File: config.mk
export PLATFORM = sky130hd
export DESIGN_NAME = ddr_cmd_arbiter_flat
export DESIGN_NICKNAME = d
export VERILOG_FILES = /design/src/rtl/ddr_cmd_arbiter_if.sv /design/src/rtl/ddr_cmd_arbiter.sv /design/src/flat_wrapper.sv
export SDC_FILE = /design/constraint.sdc
export NUM_CORES = 1
export LEC_CHECK = 0
export BUFFER_PORTS_ARGS = -buffer_cell sky130_fd_sc_hd__buf_2
export CORE_AREA = 3 3 120 122
export CTS_BUF_LIST = sky130_fd_sc_hd__clkbuf_8
export CTS_CLUSTER_SIZE = 25
export DETAILED_ROUTE_END_ITERATION = 8
export DIE_AREA = 0 0 123 125
export GPL_TIMING_DRIVEN = 0
export PLACE_DENSITY = 0.65
export SYNTH_ARGS = -nofsm -noshare
export SYNTH_HDL_FRONTEND = slang
export SYNTH_SLANG_ARGS = --single-unit
File: constraint.sdc
create_clock -name clk -period 2.1 [get_ports clk]
set_clock_uncertainty 0.05 [all_clocks]
set_input_delay 0.21 -clock clk [delete_from_list [all_inputs] [get_ports clk]]
set_output_delay 0.21 -clock clk [all_outputs]
set_load 0.01 [all_outputs]
File: src/rtl/ddr_cmd_arbiter_if.sv
// Requester-side and DDR-engine-side signal bundle of ddr_cmd_arbiter.
// slave = arbiter view; master = requesters plus the AXI DDR engine.
interface ddr_cmd_arbiter_if #(
    parameter int NUM_REQ = 4,
    parameter int ADDR_W  = 32,
    parameter int LEN_W   = 24
);
    logic [NUM_REQ-1:0]        req;
    logic [NUM_REQ*ADDR_W-1:0] req_addr;
    logic [NUM_REQ*LEN_W-1:0]  req_len;
    logic [NUM_REQ-1:0]        req_type;
    logic [NUM_REQ-1:0]        ack;
    logic [NUM_REQ-1:0]        done;
    logic [ADDR_W-1:0]         ddr_st_addr_out;
    logic [LEN_W-1:0]          ddr_len;
    logic                      ddr_conf;
    logic                      cmd_type;
    logic                      idle;
    logic                      busy;
    logic [2:0]                owner;
    logic                      timeout_err;

    modport slave (
        input  req, req_addr, req_len, req_type, idle,
        output ack, done, ddr_st_addr_out, ddr_len, ddr_conf, cmd_type,
               busy, owner, timeout_err
    );

    modport master (
        output req, req_addr, req_len, req_type, idle,
        input  ack, done, ddr_st_addr_out, ddr_len, ddr_conf, cmd_type,
               busy, owner, timeout_err
    );
endinterface

File: src/rtl/ddr_cmd_arbiter.sv
// Round-robin arbiter sharing one AXI DDR transfer engine between NUM_REQ requesters.
// Optional watchdog on the engine's idle return: define DDR_ARB_TIMEOUT_EN.
module ddr_cmd_arbiter #(
    parameter int NUM_REQ = 4,
    parameter int ADDR_W  = 32,
    parameter int LEN_W   = 24,
    parameter int DATA_W  = 32,
    parameter int TO_W    = 16
) (
    input  logic             clk,
    input  logic             rst_n,
    input  logic             init_cmptd,
    ddr_cmd_arbiter_if.slave bus
);
    localparam int BEAT_BYTES = DATA_W / 8;
    localparam int IDX_W      = (NUM_REQ > 1) ? $clog2(NUM_REQ) : 1;

    typedef enum logic [2:0] {
        S_IDLE,
        S_ISSUE,
        S_SETTLE,
        S_WAIT_IDLE,
        S_FINISH
    } state_t;

    state_t             state_q, state_d;
    logic [IDX_W-1:0]   owner_q, owner_d;
    logic [IDX_W-1:0]   ptr_q, ptr_d;
    logic [ADDR_W-1:0]  addr_q, addr_d;
    logic [LEN_W-1:0]   len_q, len_d;
    logic               type_q, type_d;

    logic               run;
    logic               grant_vld;
    logic [IDX_W-1:0]   grant_idx;
    logic [IDX_W-1:0]   cand;
    logic [LEN_W-1:0]   sel_len;
    logic               zero_len;
    logic [NUM_REQ-1:0] ack_c;
    logic [NUM_REQ-1:0] done_c;
    logic               conf_c;

`ifdef DDR_ARB_TIMEOUT_EN
    logic [TO_W-1:0]    to_cnt_q, to_cnt_d;
    logic               timeout_err_q, timeout_err_d;
`endif

    // Calibration not finished is indistinguishable from reset.
    assign run = rst_n & init_cmptd;

    always_comb begin : rr_pick
        grant_vld = 1'b0;
        grant_idx = '0;
        cand      = '0;
        for (int k = 1; k <= NUM_REQ; k++) begin
            cand = IDX_W'((int'(ptr_q) + k) % NUM_REQ);
            if (!grant_vld && bus.req[cand]) begin
                grant_vld = 1'b1;
                grant_idx = cand;
            end
        end
    end

    assign sel_len  = bus.req_len[int'(grant_idx)*LEN_W +: LEN_W];
    assign zero_len = (sel_len < LEN_W'(BEAT_BYTES));

    always_comb begin : next_state
        // NOTE: every combinational output gets its default before the case so no path infers a latch.
        state_d = state_q;
        owner_d = owner_q;
        ptr_d   = ptr_q;
        addr_d  = addr_q;
        len_d   = len_q;
        type_d  = type_q;
        ack_c   = '0;
        done_c  = '0;
        conf_c  = 1'b0;
`ifdef DDR_ARB_TIMEOUT_EN
        to_cnt_d      = to_cnt_q;
        timeout_err_d = timeout_err_q;
`endif
        case (state_q)
            S_IDLE: begin
                if (grant_vld && bus.idle) begin
                    ack_c[grant_idx] = 1'b1;
                    owner_d = grant_idx;
                    ptr_d   = grant_idx;
                    addr_d  = bus.req_addr[int'(grant_idx)*ADDR_W +: ADDR_W];
                    len_d   = sel_len;
                    type_d  = bus.req_type[grant_idx];
                    state_d = zero_len ? S_FINISH : S_ISSUE;
                end
            end
            S_ISSUE: begin
                conf_c  = 1'b1;
                state_d = S_SETTLE;
`ifdef DDR_ARB_TIMEOUT_EN
                to_cnt_d = '0;
`endif
            end
            // The engine's idle still shows its pre-conf value here.
            S_SETTLE: state_d = S_WAIT_IDLE;
            S_WAIT_IDLE: begin
                if (bus.idle) begin
                    state_d = S_FINISH;
                end
`ifdef DDR_ARB_TIMEOUT_EN
                else if (&to_cnt_q) begin
                    timeout_err_d = 1'b1;
                    state_d       = S_FINISH;
                end else begin
                    to_cnt_d = to_cnt_q + 1'b1;
                end
`endif
            end
            S_FINISH: begin
                done_c[owner_q] = 1'b1;
                state_d         = S_IDLE;
            end
            default: state_d = S_IDLE;
        endcase
    end

    always_ff @(posedge clk) begin
        // NOTE: registers take non-blocking assignments so every flop samples pre-edge values.
        if (!run) begin
            state_q <= S_IDLE;
            owner_q <= '0;
            ptr_q   <= IDX_W'(NUM_REQ - 1);
            addr_q  <= '0;
            len_q   <= '0;
            type_q  <= 1'b0;
        end else begin
            state_q <= state_d;
            owner_q <= owner_d;
            ptr_q   <= ptr_d;
            addr_q  <= addr_d;
            len_q   <= len_d;
            type_q  <= type_d;
        end
    end

`ifdef DDR_ARB_TIMEOUT_EN
    always_ff @(posedge clk) begin
        if (!run) begin
            to_cnt_q      <= '0;
            timeout_err_q <= 1'b0;
        end else begin
            to_cnt_q      <= to_cnt_d;
            timeout_err_q <= timeout_err_d;
        end
    end

    assign bus.timeout_err = timeout_err_q;
`else
    assign bus.timeout_err = 1'b0;
`endif

    // Strobes are masked during reset so an abort never leaks a pulse.
    assign bus.ack             = run ? ack_c  : '0;
    assign bus.done            = run ? done_c : '0;
    assign bus.ddr_conf        = run & conf_c;
    assign bus.ddr_st_addr_out = addr_q;
    assign bus.ddr_len         = len_q;
    assign bus.cmd_type        = type_q;
    assign bus.busy            = (state_q != S_IDLE);
    assign bus.owner           = 3'(owner_q);
endmodule

File: src/flat_wrapper.sv
// flat-port wrapper written by rule: the top's interface ports become plain ports
module ddr_cmd_arbiter_flat 
#(
    parameter int NUM_REQ = 4,
    parameter int ADDR_W  = 32,
    parameter int LEN_W   = 24,
    parameter int DATA_W  = 32,
    parameter int TO_W    = 16
)
  (clk, rst_n, init_cmptd, bus_req, bus_req_addr, bus_req_len, bus_req_type, bus_idle, bus_ack, bus_done, bus_ddr_st_addr_out, bus_ddr_len, bus_ddr_conf, bus_cmd_type, bus_busy, bus_owner, bus_timeout_err);
  ddr_cmd_arbiter_if #(.NUM_REQ(NUM_REQ), .ADDR_W(ADDR_W), .LEN_W(LEN_W)) bus_i ();
  input  logic clk;
  input  logic rst_n;
  input  logic init_cmptd;
  input wire logic [$bits(bus_i.req)-1:0] bus_req;
  input wire logic [$bits(bus_i.req_addr)-1:0] bus_req_addr;
  input wire logic [$bits(bus_i.req_len)-1:0] bus_req_len;
  input wire logic [$bits(bus_i.req_type)-1:0] bus_req_type;
  input wire logic [$bits(bus_i.idle)-1:0] bus_idle;
  output wire logic [$bits(bus_i.ack)-1:0] bus_ack;
  output wire logic [$bits(bus_i.done)-1:0] bus_done;
  output wire logic [$bits(bus_i.ddr_st_addr_out)-1:0] bus_ddr_st_addr_out;
  output wire logic [$bits(bus_i.ddr_len)-1:0] bus_ddr_len;
  output wire logic [$bits(bus_i.ddr_conf)-1:0] bus_ddr_conf;
  output wire logic [$bits(bus_i.cmd_type)-1:0] bus_cmd_type;
  output wire logic [$bits(bus_i.busy)-1:0] bus_busy;
  output wire logic [$bits(bus_i.owner)-1:0] bus_owner;
  output wire logic [$bits(bus_i.timeout_err)-1:0] bus_timeout_err;
  assign bus_i.req = bus_req;
  assign bus_i.req_addr = bus_req_addr;
  assign bus_i.req_len = bus_req_len;
  assign bus_i.req_type = bus_req_type;
  assign bus_i.idle = bus_idle;
  assign bus_ack = bus_i.ack;
  assign bus_done = bus_i.done;
  assign bus_ddr_st_addr_out = bus_i.ddr_st_addr_out;
  assign bus_ddr_len = bus_i.ddr_len;
  assign bus_ddr_conf = bus_i.ddr_conf;
  assign bus_cmd_type = bus_i.cmd_type;
  assign bus_busy = bus_i.busy;
  assign bus_owner = bus_i.owner;
  assign bus_timeout_err = bus_i.timeout_err;
  ddr_cmd_arbiter #(.NUM_REQ(NUM_REQ), .ADDR_W(ADDR_W), .LEN_W(LEN_W), .DATA_W(DATA_W), .TO_W(TO_W)) u_core (.clk(clk), .rst_n(rst_n), .init_cmptd(init_cmptd), .bus(bus_i));
endmodule
==> flow_summary_export.csv <==
group,metric,value,unit
floorplanning,num_io_pins,307,
sta,rsz0062_at_grt,"true",
synthesis,synth_seq_area_share,30.4,%
worst_setup_path,crit_chain,"buf_4 > nor3b_2 > a311o_1 > buf_6 > buf_4 > mux2i_1 > nor4_1 > and4_2 > a32o_2",
power,ir_worst_vdd,260,µV
route,drc_errors,0,
sta,finalSetupViolCount,53,
worst_setup_path,crit_family,"simple AND/OR/NAND/NOR gates",
global_routing,grtUsageTotal,24.3,%
synthesis,synth_top_family_by_area,"simple AND/OR/NAND/NOR gates",
worst_setup_path,cp.arrival,2590,ps
synthesis,yosys_warnings,0,
global_routing,grt_max_degree,11,
final_layout,drive_gt1_share,39.8,%
synthesis,synthSimpleGateAreaFrac,44.6,%
power,p_total,3760,µW
route,vias_per_cell,4.98,
final_layout,nNetsFinal,1238,
floorplanning,die_y,125,µm
clock_tree,holdBufCountCts,0,
clock_tree,cts_sinks,64,
placed_design,dpl.hpwl,15200,µm
sta,min_period,2390,ps
synthesis,synth_mux_area_share,8.91,%
sta,finalWorstSetupSlack,-288,ps
worst_setup_path,crit_buf_inv,3,
final_layout,diodes,0,
worst_setup_path,slowest_stage,"dfxtp_2",
final_layout,layout_common_cells,"309 x buf_2, 250 x nand2_1, 137 x nand3_1, 62 x a21oi_1, 62 x dfxtp_1",
synthesis,synth.cell_area,4210,µm²
sta,slew_headroom,57.1,%
synthesis,synthDistinctLibCells,35,
route,antenna_left,0,
worst_setup_path,cp.required,2300,ps
sta,slew_viol_final,0,
status,violations,"setup timing",
floorplanning,die_w,123,µm
final_layout,fin_area,6610,µm²
synthesis,synthCells,663,
floorplanning,rows,42,
clock_tree,cts_buffers,9,
clock_tree,h-tree-depth,3,
sta,timing.hold.ws,180,ps
worst_setup_path,cpPeakStageDelay,340,ps
clock_tree,cts_buffer_depth,2,
route,dr.pass1.iters,4,
placed_design,place.gp.congestion,0.833,
power,p_per_area,569,nW/µm²
final_layout,final_util,49.7,%
floorplanning,initial_utilization,31.7,%
job,maxCapViolCount,0,
worst_setup_path,worst-setup-path-type,"reg2reg",
sta,hold_viol_final,0,
route,routed_wl,19500,µm
route,wire_per_inst,16.5,µm
worst_setup_path,path_max_fanout,10,
power,total_leakage_power,0.00341,µW
global_routing,grt_pass1_wl,29500,µm
global_routing,grt_pass1_vias,5617,
route,drt-initial-drc-count,254,
sta,fin_crit_sh,114,%
global_routing,grt_overflow,0,
sta,fmax,419,MHz
worst_setup_path,crit_path_start_kind,"flop",
synthesis,synth-seq-cells,64,
final_layout,final_common_cell,"buf_2",
placed_design,place_area,5970,µm²
min_path,hp-class,"in2reg",
worst_setup_path,cp-end-kind,"flop",
clock_tree,cts_tree,"built",
floorplanning,coreArea,13300,µm²
global_routing,antenna_found_initial,0,
floorplanning,die-area,15400,µm²
worst_setup_path,cpMostUsedCell,"buf_4",
synthesis,synth_compound_area_share,9.66,%
clock_tree,insertion_delay,350,ps
final_layout,syn2layout_area_growth,56.8,%
worst_setup_path,r2r_slack,-290,ps
clock_tree,cts_root_buf,"clkbuf_8",
route,vias,5883,
status,status,"finished with violations",
sta,tightest_slew,644,ps
placed_design,portBuffers,304,
synthesis,synthXorXnorAreaFrac,0,%
synthesis,syn_avg_cell_area,6.35,µm²
synthesis,synth_fa_ha_area_share,0,%
clock_tree,path_clk_slew,70,ps
[metal layers]
layer / up-vias / GRT usage [%] / part of all wire (%)
met1: 2717 / 30.5 / 41
met4: 0 / 5.73 / 1.3
met5: - / 0 / 0
met3: 20 / 5.96 / 7.3
met2: 214 / 41.9 / 50
li1: 2932 / - / -
[sequential cells by signal, summed over array words and instances, names as in the netlist]
name	count
u_core.ptr_q	2
u_core.bus.cmd_type	1
u_core.bus.ddr_len	24
u_core.bus.ddr_st_addr_out	32
u_core.state_q	3
u_core.owner_q	2
[through the flow]
step | setup WS [ps] | TNS [ps] | std cells
after floorplan | 25.7 | 0 | 664
after global routing | -415 | -14910 | 1182
after global placement | -754 | -34190 | 1144
final | -288 | -4090 | 1182
after CTS | -244 | -2490 | 1176
after detailed placement | -788 | -36130 | 1144
[power breakdown]
group / leakage (µW) / switching [µW] / internal [µW]
combinational: 0.00279 / 755 / 625
sequential: 0.000520 / 32.3 / 1270
clock: 0.000103 / 512 / 564
total: 0.00341 / 1300 / 2460
[cell families after synthesis]
| group | after synthesis |
|---|---|
| simple gates | 432 |
| other cells | 1 |
| flops | 64 |
| buf+inv | 58 |
| compound gates | 73 |
| mux | 35 |
[layout make-up]
class | instances | area [µm²]
fillers | 1460 | 6690
multi-input cells | 542 | 2770
repair buffers | 327 | 1710
flip-flops and latches | 64 | 1290
plain buffers | 56 | 432
well taps | 176 | 220
clock buffers | 10 | 138
clock inverters | 5 | 48.8
inverters | 2 | 7.51
[worst paths after layout]
| path | start | endpoint | depth (start not counted) |
|---|---|---|---|
| setup reg to reg | u_core.ptr_q[0] | u_core.state_q[2] | 9 |
| hold reg to reg | u_core.bus.ddr_st_addr_out[21] | u_core.bus.ddr_st_addr_out[21] | 2 |
| hold / removal | bus_idle | u_core.state_q[0] | 4 |
| setup / recovery | u_core.ptr_q[0] | u_core.state_q[2] | 9 |
[synthesized netlist by cell type]
cell	count	area share (%)
or2_1	2	0.30
or2_2	1	0.15
conb_1	1	0.089
a221oi_2	1	0.36
inv_1	2	0.18
nand4_1	1	0.15
o31ai_1	2	0.36
nand3_1	138	16
mux2i_1	33	7.8
a221o_1	1	0.24
nand4b_1	1	0.21
clkbuf_1	32	2.9
nor3_1	7	0.83
a311o_1	1	0.24
nand2_1	250	22
buf_2	11	1.3
nor4_1	12	1.8
a21oi_1	63	7.5
or3_1	1	0.15
nor3b_1	1	0.18
nand2b_1	3	0.45
o21ai_1	1	0.12
a32o_2	1	0.27
nor4b_1	1	0.21
and3_1	2	0.30
buf_6	1	0.27
and2_0	1	0.15
dfxtp_1	64	30
mux4_2	2	1.1
o21ai_0	2	0.24
and4_1	1	0.21
nor2_1	10	0.89
buf_1	5	0.45
buf_4	7	1.2
a311oi_2	1	0.36
[worst register-to-register path, stage by stage (launching register included)]
cell	delay (ps)
dfxtp_2	340
buf_4	130
nor3b_2	250
a311o_1	180
buf_6	140
buf_4	230
mux2i_1	340
nor4_1	90
and4_2	270
a32o_2	260
[repair_timing]
action / CTS / global route
gates resized for setup: 56 / 25
setup endpoints to repair: 67 / 66
buffers inserted: 15 / 6
pin swaps: 6 / 3
cloned: 2 / 0
Note: power is estimated with default switching activity, not from simulation.
